--- config.mk ---
export PLATFORM = sky130hd
export DESIGN_NAME = uart_cmd_responder_flat
export DESIGN_NICKNAME = d
export VERILOG_FILES = /design/src/rtl/uart_cmd_responder_if.sv /design/src/rtl/uart_cmd_responder.sv /design/src/flat_wrapper.sv
export SDC_FILE = /design/constraint.sdc
export NUM_CORES = 1
export LEC_CHECK = 0
export ABC_AREA = 1
export CAP_MARGIN = 10
export CORE_MARGIN = 1
export CORE_UTILIZATION = 40
export DETAILED_ROUTE_END_ITERATION = 8
export PLACE_DENSITY = 0.58
export SLEW_MARGIN = 20
export SYNTH_ARGS = -nofsm -noshare
export SYNTH_HDL_FRONTEND = slang
export SYNTH_SLANG_ARGS = --single-unit
--- constraint.sdc ---
create_clock -name clk_i -period 2.6 [get_ports clk_i]
set_input_delay 0.26 -clock clk_i [delete_from_list [all_inputs] [get_ports clk_i]]
set_output_delay 0.26 -clock clk_i [all_outputs]
set_load 0.03 [all_outputs]
--- src/rtl/uart_cmd_responder_if.sv ---
// Byte-stream and status signals between uart_cmd_responder and its UART/board neighbours.
// The slave modport is the responder's view; the master modport is the surrounding logic's view.
interface uart_cmd_responder_if;
    logic       rxdata_valid_i;
    logic [7:0] rxdata_i;
    logic       txdata_valid_o;
    logic [7:0] txdata_o;
    logic       uart_busy_i;
    logic [7:0] reg_o;
    logic [7:0] err_count_o;
    logic       busy_o;

    modport slave (
        input  rxdata_valid_i,
        input  rxdata_i,
        input  uart_busy_i,
        output txdata_valid_o,
        output txdata_o,
        output reg_o,
        output err_count_o,
        output busy_o
    );

    modport master (
        output rxdata_valid_i,
        output rxdata_i,
        output uart_busy_i,
        input  txdata_valid_o,
        input  txdata_o,
        input  reg_o,
        input  err_count_o,
        input  busy_o
    );
endinterface

--- src/rtl/uart_cmd_responder.sv ---
// Parses A5/CMD/ARG/CHK request frames, executes PING/WRITE/READ/NAK,
// and streams a 5A/RCMD/DATA/RCHK response through the uart_tx strobe/busy handshake.
module uart_cmd_responder #(
    parameter int TIMEOUT_CYCLES = 24000
) (
    input  logic                  clk_i,
    input  logic                  reset_i,
    uart_cmd_responder_if.slave   bus
);

    localparam int TW = $clog2(TIMEOUT_CYCLES + 1);
    localparam logic [TW-1:0] TIMER_LAST = TW'(TIMEOUT_CYCLES - 1);

    typedef enum logic [2:0] {
        ST_IDLE,
        ST_GET_CMD,
        ST_GET_ARG,
        ST_GET_CHK,
        ST_EXEC,
        ST_SEND,
        ST_GAP,
        ST_WAIT
    } state_t;

    state_t        r_state;
    logic [TW-1:0] r_timer;
    logic [1:0]    r_idx;
    logic [7:0]    r_cmd;
    logic [7:0]    r_arg;
    logic [7:0]    r_rcmd;
    logic [7:0]    r_data;
    logic [7:0]    r_rchk;
    logic [7:0]    r_txData;
    logic [7:0]    r_reg;
    logic [7:0]    r_errCount;

    logic [7:0]    w_rcmd;
    logic [7:0]    w_data;
    logic [7:0]    w_rsum;
    logic [7:0]    w_rchk;
    logic [7:0]    w_reqSum;
    logic [7:0]    w_nextByte;
    logic [1:0]    w_nextIdx;

    always_comb begin
        w_rcmd = 8'hEE;
        w_data = r_cmd;
        case (r_cmd)
            8'h01: begin w_rcmd = 8'h01; w_data = r_arg; end
            8'h02: begin w_rcmd = 8'h02; w_data = r_arg; end
            8'h03: begin w_rcmd = 8'h03; w_data = r_reg; end
            default: begin w_rcmd = 8'hEE; w_data = r_cmd; end
        endcase
        w_rsum   = w_rcmd + w_data;
        w_rchk   = 8'h00 - w_rsum;
        w_reqSum = r_cmd + r_arg + bus.rxdata_i;
    end

    always_comb begin
        w_nextIdx  = r_idx + 2'd1;
        w_nextByte = 8'h5A;
        case (w_nextIdx)
            2'd1:    w_nextByte = r_rcmd;
            2'd2:    w_nextByte = r_data;
            2'd3:    w_nextByte = r_rchk;
            default: w_nextByte = 8'h5A;
        endcase
    end

    always_ff @(posedge clk_i) begin
        if (reset_i) begin
            r_state    <= ST_IDLE;
            r_timer    <= '0;
            r_idx      <= 2'd0;
            r_cmd      <= 8'h00;
            r_arg      <= 8'h00;
            r_rcmd     <= 8'h00;
            r_data     <= 8'h00;
            r_rchk     <= 8'h00;
            r_txData   <= 8'h00;
            r_reg      <= 8'h00;
            r_errCount <= 8'h00;
        end else begin
            case (r_state)
                ST_IDLE: begin
                    if (bus.rxdata_valid_i && bus.rxdata_i == 8'hA5) begin
                        r_state <= ST_GET_CMD;
                        r_timer <= '0;
                    end
                end
                ST_GET_CMD, ST_GET_ARG, ST_GET_CHK: begin
                    // A byte in the expiry cycle takes priority over the timeout.
                    if (bus.rxdata_valid_i) begin
                        r_timer <= '0;
                        case (r_state)
                            ST_GET_CMD: begin
                                r_cmd   <= bus.rxdata_i;
                                r_state <= ST_GET_ARG;
                            end
                            ST_GET_ARG: begin
                                r_arg   <= bus.rxdata_i;
                                r_state <= ST_GET_CHK;
                            end
                            default: begin
                                if (w_reqSum == 8'h00) begin
                                    r_state <= ST_EXEC;
                                end else begin
                                    r_state <= ST_IDLE;
                                    if (r_errCount != 8'hFF) r_errCount <= r_errCount + 8'd1;
                                end
                            end
                        endcase
                    end else if (r_timer == TIMER_LAST) begin
                        r_state <= ST_IDLE;
                        r_timer <= '0;
                        if (r_errCount != 8'hFF) r_errCount <= r_errCount + 8'd1;
                    end else begin
                        r_timer <= r_timer + 1'b1;
                    end
                end
                ST_EXEC: begin
                    if (r_cmd == 8'h02) r_reg <= r_arg;
                    r_rcmd   <= w_rcmd;
                    r_data   <= w_data;
                    r_rchk   <= w_rchk;
                    r_idx    <= 2'd0;
                    r_txData <= 8'h5A;
                    r_state  <= ST_SEND;
                end
                ST_SEND: begin
                    if (!bus.uart_busy_i) r_state <= ST_GAP;
                end
                ST_GAP: begin
                    r_state <= ST_WAIT;
                end
                ST_WAIT: begin
                    if (!bus.uart_busy_i) begin
                        if (r_idx != 2'd3) begin
                            r_idx    <= w_nextIdx;
                            r_txData <= w_nextByte;
                            r_state  <= ST_SEND;
                        end else begin
                            r_state <= ST_IDLE;
                        end
                    end
                end
                default: r_state <= ST_IDLE;
            endcase
        end
    end

    // The strobe is decoded from the registered state so the first byte leaves two cycles after CHK.
    assign bus.txdata_valid_o = (r_state == ST_SEND) && !bus.uart_busy_i;
    assign bus.txdata_o       = r_txData;
    assign bus.reg_o          = r_reg;
    assign bus.err_count_o    = r_errCount;
    assign bus.busy_o         = (r_state != ST_IDLE);

endmodule

--- src/flat_wrapper.sv ---
// flat-port wrapper written by rule: the top's interface ports become plain ports
module uart_cmd_responder_flat 
#(
    parameter int TIMEOUT_CYCLES = 24000
)
  (clk_i, reset_i, bus_rxdata_valid_i, bus_rxdata_i, bus_uart_busy_i, bus_txdata_valid_o, bus_txdata_o, bus_reg_o, bus_err_count_o, bus_busy_o);
  uart_cmd_responder_if bus_i ();
  input  logic clk_i;
  input  logic reset_i;
  input wire logic [$bits(bus_i.rxdata_valid_i)-1:0] bus_rxdata_valid_i;
  input wire logic [$bits(bus_i.rxdata_i)-1:0] bus_rxdata_i;
  input wire logic [$bits(bus_i.uart_busy_i)-1:0] bus_uart_busy_i;
  output wire logic [$bits(bus_i.txdata_valid_o)-1:0] bus_txdata_valid_o;
  output wire logic [$bits(bus_i.txdata_o)-1:0] bus_txdata_o;
  output wire logic [$bits(bus_i.reg_o)-1:0] bus_reg_o;
  output wire logic [$bits(bus_i.err_count_o)-1:0] bus_err_count_o;
  output wire logic [$bits(bus_i.busy_o)-1:0] bus_busy_o;
  assign bus_i.rxdata_valid_i = bus_rxdata_valid_i;
  assign bus_i.rxdata_i = bus_rxdata_i;
  assign bus_i.uart_busy_i = bus_uart_busy_i;
  assign bus_txdata_valid_o = bus_i.txdata_valid_o;
  assign bus_txdata_o = bus_i.txdata_o;
  assign bus_reg_o = bus_i.reg_o;
  assign bus_err_count_o = bus_i.err_count_o;
  assign bus_busy_o = bus_i.busy_o;
  uart_cmd_responder #(.TIMEOUT_CYCLES(TIMEOUT_CYCLES)) u_core (.clk_i(clk_i), .reset_i(reset_i), .bus(bus_i));
endmodule
==> flow_metrics.env <==
export IMPL_fp_row_count=39
export IMPL_num_vias=4765
export IMPL_fin_crit_sh_pct=105.2
export IMPL_dp_cells=915
export IMPL_dr_first_iter_drc_count=253
export IMPL_tightest_slew_ns=0.5972
export IMPL_timing_fmax_mhz=365.8
export IMPL_path_max_fanout=3
export IMPL_antenna_cells=0
export IMPL_cts_htree_levels=3
export IMPL_syn_area_per_cell_um2=6.958
export IMPL_first_pass_iters=6
export IMPL_synth_warnings=0
export IMPL_grt_usage_pct=21.81
export IMPL_initial_core_util_pct=41.45
export IMPL_powerDensity_nw_per_um2=884.8
export IMPL_routedWlPerCell_um=13.62
export IMPL_clk_latency_ns=0.35
export IMPL_synth_top_cell_area_share_pct=33.13
export IMPL_core_area_um2=11520
export IMPL_finalNonFillerCells=952
export IMPL_total_power_w=0.005830
export IMPL_grt_antenna_before_repair=0
export IMPL_synth_edf_count=0
export IMPL_place_hpwl_um=9379
export IMPL_drc=4
export IMPL_synthFlopType="dfxtp_1"
export IMPL_yosysMostFrequentCell="nand2_1"
export IMPL_first_global_vias=4681
export IMPL_synthCells=686
export IMPL_yosys_top_cells_area="dfxtp_1 33%, nand2_1 12%, nor2_1 7.8%"
export IMPL_end_kind="register"
export IMPL_clock_skew_ns=0.008081
export IMPL_nNetsFinal=849
export IMPL_dieHeight_um=111.2
export IMPL_maxCapViolCount=0
export IMPL_antenna_left=0
export IMPL_cts_root_buf="clkbuf_16"
export IMPL_grt_pass1_wl_um=21620
export IMPL_cts_buffers=9
export IMPL_die_area_um2=12370
export IMPL_rsz0062_at_grt="true"
export IMPL_cts_tree="done"
export IMPL_synth_nets=731
export IMPL_layout_drive_gt1_share_pct=24.97
export IMPL_yosysSeqAreaShare_pct=33.13
export IMPL_slew_headroom_pct=60.15
export IMPL_area_growth_pct=38.03
export IMPL_crit_path_start_kind="register"
export IMPL_max_vdd_ir_drop_mv=0.5527
export IMPL_placed_cell_area_um2=5736
export IMPL_io_pins=38
export IMPL_ys_types=45
export IMPL_cts_buffer_depth=2
export IMPL_syn_area_um2=4773
export IMPL_final_area_um2=6589
export IMPL_grt_max_degree=33
export IMPL_violations="design-rule violations, negative setup slack"
export IMPL_final_hold_violation_count=0
export IMPL_synth_top_cells_by_count="147 x nand2_1, 99 x nor2_1, 81 x inv_1, 79 x dfxtp_1"
export IMPL_finalWorstPathRequiredPeriod_ns=2.734
export IMPL_via_per_inst=5.005
export IMPL_leakage_nw=2.910
export IMPL_die_x_um=111.2
export IMPL_grt_overflow=0
export IMPL_clk_pin_slew_ns=0.06
export IMPL_status="finished, violations left"
export IMPL_cts_hold_buf=0
export IMPL_arrival_ns=2.98
export IMPL_synth_top_area_cell="dfxtp_1"
export IMPL_setup_viol=9
export IMPL_min_path_type="input port to register"
export IMPL_worst_slack_ns=-0.1341
export IMPL_async_flop_share_pct=0
export IMPL_crit_required_ns=2.84
export IMPL_numPortBuffers=37
export IMPL_finalWirelength_um=12970
export IMPL_clock_sinks=79
export IMPL_hold_ws_ns=0.3932
export IMPL_maxSlewViolCount=0
export IMPL_routabilityCongestion=0.8761
export IMPL_crit_type="register to register"
export IMPL_synth_seq_cells=79
-- area by class of cell --
type / instances / area (um2)
timing repair buffer: 120 / 1013
multi-input combinational: 506 / 3151
sequential: 79 / 1593
fill: 1103 / 4927
clock buffer: 12 / 256.5
inverter: 88 / 342.8
tap: 143 / 178.9
clock inverter: 4 / 53.80
-- where the power goes --
group / switching [W] / internal [W]
sequential: 0.000140 / 0.00137
clock: 0.000516 / 0.000798
combinational: 0.00166 / 0.00135
total: 0.00232 / 0.00351
-- placed cells by master, fill, tap and decap left out, types with 14 or more instances in the layout --
cell type / count
nand2_1: 138
nor2_1: 94
buf_4: 77
dfxtp_1: 72
inv_1: 71
o21ai_0: 38
nand3_1: 36
a21oi_1: 35
clkdlybuf4s50_1: 35
nor3_1: 16
ha_1: 15
inv_2: 14
-- repair_timing --
action / in CTS / in global routing
cloned: 1 / 0
pin swaps: 26 / 32
setup endpoints to repair: 13 / 15
setup buffers: 18 / 3
resized for setup: 60 / 39
-- metal layers --
| metal | track usage [%] | routed length, um | up-vias |
|---|---|---|---|
| li1 | - | - | 2464 |
| met1 | 27.18 | 6121 | 2213 |
| met2 | 37.29 | 6215 | 67 |
| met3 | 3.226 | 355 | 21 |
| met4 | 9.459 | 274 | 0 |
| met5 | 0 | 0 | - |
-- final timing paths --
kind	start	endpoint	slack [ns]	cells after the start
setup / recovery	u_core.r_cmd[2]	u_core.r_rchk[5]	-0.13	16
hold / removal	bus_rxdata_i[0]	u_core.r_arg[0]	0.39	3
setup reg to reg	u_core.r_cmd[2]	u_core.r_rchk[5]	-0.13	16
hold reg to reg	u_core.bus.txdata_o[5]	u_core.bus.txdata_o[5]	0.46	2
-- per-stage QoR --
stage	TNS, ns	util [%]	setup slack, ns
2_1_floorplan	0	-	0.008241
3_3_place_gp	-5.348	49.80	-0.5532
3_5_place_dp	-6.150	49.80	-0.6243
4_1_cts	-0.1134	55.64	-0.04749
5_1_grt	-2.585	57.21	-0.2625
6_report	-0.4407	57.21	-0.1341
-- state kept, by name (all words and copies together) (netlist names) --
name	flops
u_core.bus.txdata_o	8
u_core.bus.err_count_o	8
u_core.r_rchk	8
u_core.r_idx	2
u_core.r_data	8
u_core.r_state	3
u_core.r_rcmd	3
u_core.r_timer	15
u_core.r_cmd	8
u_core.r_arg	8
u_core.bus.reg_o	8
-- kinds of logic (layout without fill, tap and decap cells) --
group                    count (synthesis)  after routing  synth area share, %
flip-flops                              79             79                33.13
XOR/XNOR                                13             13                2.385
buffers and inverters                  102            224                8.388
adder cells (fa/ha/maj)                 33             33                10.07
AND/OR/NAND/NOR                        344            345                32.06
AO/OA/AOI/OAI                          115            115                13.97
-- critical path: stages (launching register included) --
cell,delay [ns]
dfxtp_2,0.33
nor2_4,0.16
nand3_2,0.12
nor2_4,0.18
nor2_4,0.05
a21oi_2,0.13
o21ai_2,0.11
ha_4,0.29
inv_4,0.04
ha_4,0.16
fa_2,0.39
buf_4,0.14
buf_4,0.13
a31oi_4,0.14
xor2_2,0.09
o21ai_1,0.12
inv_1,0.05
Note: power is estimated with default switching activity, not from simulation.
